## src/rtl/writeback_queue_if.sv

```systemverilog
// writeback_queue_if: request, commit, bypass and status signals of the writeback queue
interface writeback_queue_if #(
  parameter int DEPTH  = 4,
  parameter int DATA_W = 8,
  parameter int ADDR_W = 3
);
  localparam int OCC_W = $clog2(DEPTH + 1);
  logic              In_Valid;
  logic              In_Ready;
  logic [ADDR_W-1:0] In_Reg_Num;
  logic [DATA_W-1:0] In_Data;
  logic              Drain_Hold;
  logic [ADDR_W-1:0] Write_Reg_Num;
  logic [DATA_W-1:0] Write_Data;
  logic              RegWrite;
  logic [ADDR_W-1:0] Lookup_Reg_Num1;
  logic [ADDR_W-1:0] Lookup_Reg_Num2;
  logic              Bypass_Hit1;
  logic              Bypass_Hit2;
  logic [DATA_W-1:0] Bypass_Data1;
  logic [DATA_W-1:0] Bypass_Data2;
  logic [OCC_W-1:0]  Occupancy;
  logic              Idle;
  modport slave (
    input  In_Valid, In_Reg_Num, In_Data, Drain_Hold, Lookup_Reg_Num1, Lookup_Reg_Num2,
    output In_Ready, Write_Reg_Num, Write_Data, RegWrite, Bypass_Hit1, Bypass_Hit2,
           Bypass_Data1, Bypass_Data2, Occupancy, Idle
  );
  modport master (
    output In_Valid, In_Reg_Num, In_Data, Drain_Hold, Lookup_Reg_Num1, Lookup_Reg_Num2,
    input  In_Ready, Write_Reg_Num, Write_Data, RegWrite, Bypass_Hit1, Bypass_Hit2,
           Bypass_Data1, Bypass_Data2, Occupancy, Idle
  );
endinterface

```

## src/rtl/writeback_queue.sv

```systemverilog
// writeback_queue: FIFO of register writebacks committed one per cycle, with operand bypass lookups
module writeback_queue #(
  parameter int DEPTH  = 4,
  parameter int DATA_W = 8,
  parameter int ADDR_W = 3
) (
  input logic              Clk,
  input logic              Reset,
  writeback_queue_if.slave bus
);
  localparam int PTR_W = $clog2(DEPTH);
  localparam int OCC_W = $clog2(DEPTH + 1);
  logic [ADDR_W-1:0] reg_q [DEPTH];
  logic [ADDR_W-1:0] reg_d [DEPTH];
  logic [DATA_W-1:0] dat_q [DEPTH];
  logic [DATA_W-1:0] dat_d [DEPTH];
  logic [PTR_W-1:0]  wr_ptr_q, wr_ptr_d, rd_ptr_q, rd_ptr_d;
  logic [OCC_W-1:0]  occ_q, occ_d;
  logic [ADDR_W-1:0] wreg_q, wreg_d;
  logic [DATA_W-1:0] wdata_q, wdata_d;
  logic              regwrite_q, regwrite_d;
  logic              full, push, pop;
  logic [1:0][ADDR_W-1:0] lk;
  logic [1:0]             hit;
  logic [1:0][DATA_W-1:0] bdat;
  assign full = occ_q == OCC_W'(DEPTH);
  assign bus.In_Ready = !full && Reset;
  // register 0 requests complete the handshake but are dropped
  assign push = bus.In_Valid && bus.In_Ready && bus.In_Reg_Num != '0;
  assign pop  = occ_q != '0 && !bus.Drain_Hold;
  always_comb begin
    reg_d = reg_q;
    dat_d = dat_q;
    if (push) begin
      reg_d[wr_ptr_q] = bus.In_Reg_Num;
      dat_d[wr_ptr_q] = bus.In_Data;
    end
    wr_ptr_d   = push ? wr_ptr_q + PTR_W'(1) : wr_ptr_q;
    rd_ptr_d   = pop ? rd_ptr_q + PTR_W'(1) : rd_ptr_q;
    occ_d      = occ_q + OCC_W'(push) - OCC_W'(pop);
    regwrite_d = pop;
    wreg_d     = pop ? reg_q[rd_ptr_q] : wreg_q;
    wdata_d    = pop ? dat_q[rd_ptr_q] : wdata_q;
  end
  always_ff @(posedge Clk or negedge Reset) begin
    if (!Reset) begin
      reg_q      <= '{default: '0};
      dat_q      <= '{default: '0};
      wr_ptr_q   <= '0;
      rd_ptr_q   <= '0;
      occ_q      <= '0;
      wreg_q     <= '0;
      wdata_q    <= '0;
      regwrite_q <= 1'b0;
    end else begin
      reg_q      <= reg_d;
      dat_q      <= dat_d;
      wr_ptr_q   <= wr_ptr_d;
      rd_ptr_q   <= rd_ptr_d;
      occ_q      <= occ_d;
      wreg_q     <= wreg_d;
      wdata_q    <= wdata_d;
      regwrite_q <= regwrite_d;
    end
  end
  assign lk[0] = bus.Lookup_Reg_Num1;
  assign lk[1] = bus.Lookup_Reg_Num2;
  // search oldest to youngest so later matches override; output stage has lowest priority
  always_comb begin
    hit  = '0;
    bdat = '0;
    for (int p = 0; p < 2; p++) begin
      if (regwrite_q && wreg_q == lk[p]) begin
        hit[p]  = 1'b1;
        bdat[p] = wdata_q;
      end
      for (int i = 0; i < DEPTH; i++)
        if (OCC_W'(i) < occ_q && reg_q[rd_ptr_q + PTR_W'(i)] == lk[p]) begin
          hit[p]  = 1'b1;
          bdat[p] = dat_q[rd_ptr_q + PTR_W'(i)];
        end
      if (lk[p] == '0) begin
        hit[p]  = 1'b0;
        bdat[p] = '0;
      end
    end
  end
  assign bus.Write_Reg_Num = wreg_q;
  assign bus.Write_Data    = wdata_q;
  assign bus.RegWrite      = regwrite_q;
  assign bus.Bypass_Hit1   = hit[0];
  assign bus.Bypass_Hit2   = hit[1];
  assign bus.Bypass_Data1  = bdat[0];
  assign bus.Bypass_Data2  = bdat[1];
  assign bus.Occupancy     = occ_q;
  assign bus.Idle          = occ_q == '0 && !regwrite_q;
endmodule
```

## src/flat_wrapper.sv

```systemverilog
// flat-port wrapper written by rule: the top's interface ports become plain ports
module writeback_queue_flat 
#(
  parameter int DEPTH  = 4,
  parameter int DATA_W = 8,
  parameter int ADDR_W = 3
)
  (Clk, Reset, bus_In_Valid, bus_In_Reg_Num, bus_In_Data, bus_Drain_Hold, bus_Lookup_Reg_Num1, bus_Lookup_Reg_Num2, bus_In_Ready, bus_Write_Reg_Num, bus_Write_Data, bus_RegWrite, bus_Bypass_Hit1, bus_Bypass_Hit2, bus_Bypass_Data1, bus_Bypass_Data2, bus_Occupancy, bus_Idle);
  writeback_queue_if #(.DEPTH(DEPTH), .DATA_W(DATA_W), .ADDR_W(ADDR_W)) bus_i ();
  input logic Clk;
  input logic Reset;
  input wire logic [$bits(bus_i.In_Valid)-1:0] bus_In_Valid;
  input wire logic [$bits(bus_i.In_Reg_Num)-1:0] bus_In_Reg_Num;
  input wire logic [$bits(bus_i.In_Data)-1:0] bus_In_Data;
  input wire logic [$bits(bus_i.Drain_Hold)-1:0] bus_Drain_Hold;
  input wire logic [$bits(bus_i.Lookup_Reg_Num1)-1:0] bus_Lookup_Reg_Num1;
  input wire logic [$bits(bus_i.Lookup_Reg_Num2)-1:0] bus_Lookup_Reg_Num2;
  output wire logic [$bits(bus_i.In_Ready)-1:0] bus_In_Ready;
  output wire logic [$bits(bus_i.Write_Reg_Num)-1:0] bus_Write_Reg_Num;
  output wire logic [$bits(bus_i.Write_Data)-1:0] bus_Write_Data;
  output wire logic [$bits(bus_i.RegWrite)-1:0] bus_RegWrite;
  output wire logic [$bits(bus_i.Bypass_Hit1)-1:0] bus_Bypass_Hit1;
  output wire logic [$bits(bus_i.Bypass_Hit2)-1:0] bus_Bypass_Hit2;
  output wire logic [$bits(bus_i.Bypass_Data1)-1:0] bus_Bypass_Data1;
  output wire logic [$bits(bus_i.Bypass_Data2)-1:0] bus_Bypass_Data2;
  output wire logic [$bits(bus_i.Occupancy)-1:0] bus_Occupancy;
  output wire logic [$bits(bus_i.Idle)-1:0] bus_Idle;
  assign bus_i.In_Valid = bus_In_Valid;
  assign bus_i.In_Reg_Num = bus_In_Reg_Num;
  assign bus_i.In_Data = bus_In_Data;
  assign bus_i.Drain_Hold = bus_Drain_Hold;
  assign bus_i.Lookup_Reg_Num1 = bus_Lookup_Reg_Num1;
  assign bus_i.Lookup_Reg_Num2 = bus_Lookup_Reg_Num2;
  assign bus_In_Ready = bus_i.In_Ready;
  assign bus_Write_Reg_Num = bus_i.Write_Reg_Num;
  assign bus_Write_Data = bus_i.Write_Data;
  assign bus_RegWrite = bus_i.RegWrite;
  assign bus_Bypass_Hit1 = bus_i.Bypass_Hit1;
  assign bus_Bypass_Hit2 = bus_i.Bypass_Hit2;
  assign bus_Bypass_Data1 = bus_i.Bypass_Data1;
  assign bus_Bypass_Data2 = bus_i.Bypass_Data2;
  assign bus_Occupancy = bus_i.Occupancy;
  assign bus_Idle = bus_i.Idle;
  writeback_queue #(.DEPTH(DEPTH), .DATA_W(DATA_W), .ADDR_W(ADDR_W)) u_core (.Clk(Clk), .Reset(Reset), .bus(bus_i));
endmodule
```

## config.mk

```make
export PLATFORM = sky130hd
export DESIGN_NAME = writeback_queue_flat
export DESIGN_NICKNAME = d
export VERILOG_FILES = /design/src/rtl/writeback_queue_if.sv /design/src/rtl/writeback_queue.sv /design/src/flat_wrapper.sv
export SDC_FILE = /design/constraint.sdc
export NUM_CORES = 1
export LEC_CHECK = 0
export CELL_PAD_IN_SITES_DETAIL_PLACEMENT = 0
export CELL_PAD_IN_SITES_GLOBAL_PLACEMENT = 2
export CORE_ASPECT_RATIO = 0.8
export CORE_MARGIN = 4
export CORE_UTILIZATION = 38
export DETAILED_ROUTE_END_ITERATION = 12
export PLACE_DENSITY_LB_ADDON = 0.2
export REMOVE_ABC_BUFFERS = 1
export SKIP_CTS_REPAIR_TIMING = 1
export SLEW_MARGIN = 5
export SYNTH_ARGS = -nofsm -noshare
export SYNTH_HDL_FRONTEND = slang
export SYNTH_SLANG_ARGS = --single-unit
```

## constraint.sdc

```tcl
create_clock -name Clk -period 3.6 [get_ports Clk]
set_clock_uncertainty 0.1 [all_clocks]
set_input_delay 0.36 -clock Clk [delete_from_list [all_inputs] [get_ports Clk]]
set_output_delay 0.36 -clock Clk [all_outputs]
set_load 0.005 [all_outputs]
```

==> impl_results.md, run 1 <==
* Worst hold path type: input port to async pin
* Core area at approximately 0.012 mm²
* CTS sink count at 63
* Peak supply drop at 0.517 mV
* Setup Viol. Count Final at 0
* Normalized max-slew margin at between 40% and 50%
* CP arrival at approximately 3 ns
* Max Cap Violations at 0
* Area after DPL at about 0.0056 mm²
* Clock transition at the registers of the reported paths at about 0.05 ns
* 1st-iter DRT viols at 249
* Commonest non-fill, non-tap cell in the layout: dfrtp_1
* Placed Cells at 640
* Fraction of registers with async set/reset at 100%
* Crit path launch type: register
* Die W at between 100 and 150 µm
* Via Count at 3952
* Fin crit share at 96.1%
* Setup CP Type: register to primary output
* Area grow syn2layout at 29.1%
* Non-Filler Instances at 672
* Global Route Usage Sum at approximately 20%
* Clk_lat worst skew at roughly 0.33 ns
* Top_reg_cell synth: dfrtp_1
* Initial Util at roughly two fifths
* Global-route congestion overflow total at 0
* H-tree level count at 3
* Die area at around 0.015 mm²
* Final min period at roughly 3.5 ns
* Crit end category: primary output
* Register bit total from synthesis at 63
* Critical path peak fanout at 9
* Syn Inst Count at 420
* Worst slew pin tran at between 0.8 and 0.9 ns
* Number of global-route vias before repair at 3976
* WHS at 0.128 ns
* Initial antenna violation count at 1
* EDFF count, synth at 0
* RSZ-0062 raised after global routing: true
* Status: finished clean
* Synth cell types at 47
* Final ANT Viol Nets at 0
* Top post-synthesis cells by area: dfrtp_1 33%, mux4_2 17%, mux2_2 13%
* Wire length of the first global-routing pass at about 23 mm
* Sequential-to-total area share from yosys stat at about 33%
* IO buf count at 55
* DP Worst Slack at ~0.13 ns
* Layout cells sized above 1 at between 30% and 40%
* Synth top area share at 32.6%
* Nets at approximately 530
* FF/Latch Area at ~0.0016 mm²
* Routability congestion estimate at around 0.88
* PwrDens at ~1200 mW/mm²
* CP required at approximately 3.1 ns
* CTS tree: done
* Setup WS post-layout at roughly 0.14 ns
* Vias per std cell at slightly below 6
* Pwr Total at approximately 7.4 mW
* Leak Pwr at approximately 2.7 nW
* FMAX at ~290 MHz
* Most frequent cells in the layout: 61 x dfrtp_1, 56 x mux2_2, 38 x mux4_2, 38 x clkdlybuf4s50_1, 35 x buf_4
* Flop-to-flop setup slack at roughly 1.0 ns
* Post-synth top area cell: dfrtp_1
* Site row count at 36
* Yosys warns at 0
* Multi-input logic area at roughly 0.0032 mm²
* IO Pins at 56
* Die height at between 100 and 150 µm
* Post-route cell area at between 0.006 and 0.007 mm²
* Clock buffer count from CTS at 9
* Root Buffer: clkbuf_16
* # DRC at 0
* WL final at 14.7 mm
* Syn Area/Cell at 11.5 µm²
* DPL Wire Length at around 10 mm
* DRT Pass-1 Iters at 4
* Avg WL per Cell at about 22 µm
* Final hold viol count at 0
* ANT cells at 0
* Mapped Area at 0.00484 mm²
* # fillers at approximately 1.1k
* Slew Viols, Final at 0
* Largest net degree at the start of global routing at 64
* Clock Path Buffers at 2
-- report_power, final --
group,internal (mW),switching (mW),total (mW)
logic,2.71,2.17,4.88
registers,1.07,0.459,1.53
clock network,0.629,0.314,0.943
total,4.41,2.94,7.35
-- synth_stat cells (2+ instances only) --
cell type  count
nor2b_1        6
o21ai_1        2
xor2_1        12
clkbuf_1      18
buf_1          3
dfrtp_1       63
and3_1         8
xnor2_1       22
buf_2          8
and4_1         2
a21oi_1       19
nor3_1         4
mux2_2        56
or2_2          8
and2b_1        3
buf_6          3
or3_1         11
o21ai_0       24
o311ai_1       8
mux4_1         3
a221oi_1       8
inv_1          8
nand4_1        3
nor2_1        18
nor3b_1        2
a31oi_1       10
mux4_2        36
mux2i_1        8
nand2_1       17
ha_1           8
a211oi_1       3
-- layer usage --
layer  routed length [µm]  vias to the layer above  GRT usage [%]  share of wire, %
met5                   13                        -              0             0.088
met4                  317                        2           6.76               2.2
met3                  709                       25           3.64               4.8
met2                 6710                      117           31.4                46
met1                 6980                     2044           29.3                47
li1                     -                     1764              -                 -
-- kinds of logic after synthesis --
| kind of cell | count (synthesis) | share of synthesized area (%) |
|---|---|---|
| compound gates | 82 | 11.0 |
| flops | 63 | 32.6 |
| mux | 103 | 33.0 |
| fa+ha+maj | 9 | 2.48 |
| buf+inv | 42 | 4.34 |
| xor+xnor | 35 | 6.49 |
| simple gates | 86 | 10.1 |
-- per-stage QoR --
stage / TNS [ns] / util [%]
4_1_cts: -2.91 / 48.4
6_report: 0 / 50.6
5_1_grt: -0.0204 / 50.6
2_1_floorplan: -9.51 / -
3_5_place_dp: 0 / 45.7
3_3_place_gp: 0 / 45.7
-- sequential cells by signal, indices dropped and copies added, names as in the netlist --
register                  count
u_core.rd_ptr_q               2
u_core.dat_q                 32
u_core.bus.Occupancy          3
u_core.bus.Write_Data         8
u_core.bus.RegWrite           1
u_core.reg_q                 12
u_core.bus.Write_Reg_Num      3
u_core.wr_ptr_q               2
-- layout make-up --
| type | count | area share (%) |
|---|---|---|
| Clock buffer | 14 | 4.70 |
| Clock inverter | 2 | 0.561 |
| Inverter | 8 | 0.480 |
| Multi-Input combinational cell | 316 | 50.7 |
| Sequential cell | 63 | 25.3 |
| Tap cell | 171 | 3.42 |
| Timing Repair Buffer | 98 | 14.8 |
-- final timing paths --
check / start / endpoint / depth (start not counted)
setup / recovery: u_core.rd_ptr_q[0] / bus_Bypass_Hit2 / 9
hold / removal: Reset / u_core.bus.Occupancy[0] / 2
setup reg to reg: u_core.bus.Occupancy[2] / u_core.dat_q[21] / 5
hold reg to reg: u_core.dat_q[30] / u_core.dat_q[30] / 1
max in group asynchronous: Reset / u_core.rd_ptr_q[1] / 2
min in group Clk: u_core.dat_q[30] / u_core.dat_q[30] / 1
-- worst max-delay path: stages, from the launching register on --
cell and delay, ns:
dfrtp_2 0.44, buf_6 0.14, buf_6 0.18, mux2i_4 0.31, xnor2_1 0.19, nor3_2 0.11, o21a_1 0.26, buf_4 0.16
o41a_1 0.41, clkdlybuf4s50_1 0.46
Power figures use the tool's default switching activity.
==> inputs of run 2 (changes only) <==
--- a/config.mk
+++ b/config.mk
@@ -12,5 +12,5 @@
 export CORE_UTILIZATION = 38
 export DETAILED_ROUTE_END_ITERATION = 12
-export PLACE_DENSITY_LB_ADDON = 0.2
+export PLACE_DENSITY_LB_ADDON = 0.1
 export REMOVE_ABC_BUFFERS = 1
 export SKIP_CTS_REPAIR_TIMING = 1
==> constraint.sdc (replaced) <==
create_clock -name Clk -period 3.6 [get_ports Clk]
set_clock_uncertainty 0.1 [all_clocks]
set_input_delay 0.36 -clock Clk [delete_from_list [all_inputs] [get_ports Clk]]
set_output_delay 0.36 -clock Clk [all_outputs]
set_load 0.01 [all_outputs]
==> run 2 against run 1 <==
  * Non-clock buffer count fell by 7
  * Sequential share of layout area is 0.72 points higher
  * Count of clock-buffer cells in the layout decreased by 1
  * First-iteration DRC count up 35%
  * Power is 2.3% lower
  * Clock power decreased by 13%
  * Core utilization down 1.4 points
  * Register-to-register slack better by 0.03 ns
  * Critical path depth stayed put
  * Final area is 2.8% lower
  * Wire length is 2.6% lower
  * Largest cell class unchanged
  * Largest power group unchanged
==> impl_results.md, run 2 (synthesis gave the netlist of run 1 again) <==
* Status: finished clean (unchanged)
* Setup CP Type: register to primary output (unchanged)
* Setup Viol. Count Final at 0 (unchanged)
* Largest net degree at the start of global routing at 64 (unchanged)
* Layout cells sized above 1 at 34.3% (was 37.7%)
* Wire length of the first global-routing pass at 22.7 mm (about the same)
* Area grow syn2layout at 25.5% (was 29.1%)
* Leak Pwr at 2.65 nW (was 2.70 nW)
* Initial Util at 39.2% (unchanged)
* Clk_lat worst skew at 0.33 ns (about the same)
* Worst hold path type: input port to async pin (unchanged)
* Clock transition at the registers of the reported paths at 0.06 ns (was 0.05 ns)
* Largest reg by FF count: u_core.dat_q (unchanged)
* Most frequent cells in the layout: 61 x dfrtp_1, 56 x mux2_2, 37 x mux4_2, 37 x clkdlybuf4s50_1, 33 x buf_4 (was 61 x dfrtp_1, 56 x mux2_2, 38 x mux4_2, 38 x clkdlybuf4s50_1, 35 x buf_4)
* Reg2Reg Launch Point: u_core.bus.Occupancy[2] (unchanged)
* Clock buffer count from CTS at 9 (unchanged)
* Die area at 0.0146 mm² (unchanged)
* Slew Viols, Final at 0 (unchanged)
* Nets at 518 (was 526)
* GRT busiest layer: met2 (unchanged)
* FMAX at 290 MHz (was 289 MHz)
* CP required at 3.14 ns (about the same)
* WL final at 14.3 mm (was 14.7 mm)
* RSZ-0062 raised after global routing: true (unchanged)
* FF-to-FF End: u_core.dat_q[12] (was u_core.dat_q[21])
* Pwr Total at 7.18 mW (was 7.35 mW)
* Die height at 109 µm (unchanged)
* DPL Wire Length at 9.98 mm (was 9.96 mm)
* 1st-iter DRT viols at 337 (was 249)
* # DRC at 0 (unchanged)
* H-tree level count at 3 (unchanged)
* Max Cap Violations at 0 (unchanged)
* Root Buffer: clkbuf_16 (unchanged)
* Vias per std cell at 5.88 (about the same)
* Met3 GRT Util at 4.84% (was 3.64%)
* Commonest non-fill, non-tap cell in the layout: dfrtp_1 (unchanged)
* CTS sink count at 63 (unchanged)
* Max reg flops at 32 (unchanged)
* Global-route congestion overflow total at 0 (unchanged)
* # fillers at 1174 (was 1143)
* Peak supply drop at 0.498 mV (was 0.517 mV)
* Routability congestion estimate at 0.868 (was 0.881)
* Clock Path Buffers at 2 (unchanged)
* Worst R2R Path Depth at 5 (unchanged)
* Initial antenna violation count at 0 (was 1)
* Crit end category: primary output (unchanged)
* PwrDens at 1180 mW/mm² (about the same)
* CP startpoint: u_core.rd_ptr_q[0] (unchanged)
* Die W at 134 µm (unchanged)
* Core area at 0.0123 mm² (unchanged)
* CTS tree: done (unchanged)
* ANT cells at 0 (unchanged)
* Worst slew pin tran at 0.841 ns (was 0.844 ns)
* Flop-to-flop setup slack at 1.05 ns (was 1.02 ns)
* IO buf count at 55 (unchanged)
* Fin crit share at 95.8% (was 96.1%)
* IO Pins at 56 (unchanged)
* Setup TNS Final at 0 ns (unchanged)
* Avg WL per Cell at 21.6 µm (was 21.9 µm)
* DRT Pass-1 Iters at 5 (was 4)
* Met2 Track Usage GR at 30.9% (was 31.4%)
* Final ANT Viol Nets at 0 (unchanged)
* Final hold viol count at 0 (unchanged)
* Global Route Usage Sum at 20.5% (was 20.4%)
* Final min period at 3.45 ns (was 3.46 ns)
* Number of global-route vias before repair at 3875 (was 3976)
* Multi-input logic area at 0.00310 mm² (was 0.00317 mm²)
* CP arrival at 2.99 ns (was 3.00 ns)
* Site row count at 36 (unchanged)
* Critical path peak fanout at 17 (was 9)
* Normalized max-slew margin at 43.9% (was 43.8%)
* Crit path launch type: register (unchanged)
* Via Count at 3906 (was 3952)
* GR Util met1 at 30.0% (was 29.3%)
* FF/Latch Area at 0.00158 mm² (unchanged)
* Setup crit end: bus_Bypass_Hit2 (unchanged)
-- run 2: critical path, stage by stage, from the launching register on --
cell and delay [ns]:
dfrtp_2 0.44, buf_4 0.18, mux4_2 0.55, buf_4 0.17, xnor2_1 0.12, nand4_1 0.10, buf_4 0.21, nand2_1 0.07
o41a_1 0.33, clkdlybuf4s50_1 0.49
-- run 2: metal layers --
layer | up-vias | wire (µm)
li1 | 1749 | -
met1 | 2015 | 6940
met2 | 123 | 6420
met3 | 19 | 817
met4 | 0 | 173
met5 | - | 0
-- run 2: how the worst min path moves through the flow --
stage / from / to / slack (ns) / depth (start not counted)
2_1_floorplan: Reset / u_core.bus.Occupancy[0] / -0.04 / 0
3_3_place_gp: u_core.dat_q[6] / u_core.dat_q[6] / 0.44 / 1
3_5_place_dp: u_core.dat_q[6] / u_core.dat_q[6] / 0.46 / 1
4_1_cts: Reset / u_core.bus.Occupancy[1] / 0.17 / 2
5_1_grt: Reset / u_core.bus.Occupancy[0] / 0.21 / 2
6_report: Reset / u_core.bus.Occupancy[1] / 0.12 / 2
-- run 2: area by class of cell --
type                            instances  share of cell area (%)
Sequential cell                        63                    26.0
Timing Repair Buffer                   91                    14.3
Tap cell                              171                    3.52
Inverter                                8                   0.494
Clock buffer                           13                    4.28
Multi-Input combinational cell        315                    51.1
Clock inverter                          3                   0.288
-- run 2: stage by stage --
step | area, µm² | cells | utilization [%] | hold slack [ns] | setup slack, ns
2_1_floorplan | 4660 | 386 | - | -0.0356 | -0.679
3_3_place_gp | 5630 | 639 | 45.6 | 0.444 | -0.0941
3_5_place_dp | 5630 | 639 | 45.6 | 0.455 | -0.0788
4_1_cts | 5910 | 655 | 47.9 | 0.170 | -0.385
5_1_grt | 6080 | 664 | 49.2 | 0.208 | -0.0138
6_report | 6080 | 664 | 49.2 | 0.119 | 0.151
-- run 2: where the power goes --
group	switching (mW)	total (mW)	internal (mW)	leakage, nW
Sequential	0.452	1.53	1.07	0.759
Clock	0.321	0.823	0.502	0.136
Combinational	2.23	4.83	2.60	1.75
Total	3.00	7.18	4.18	2.65
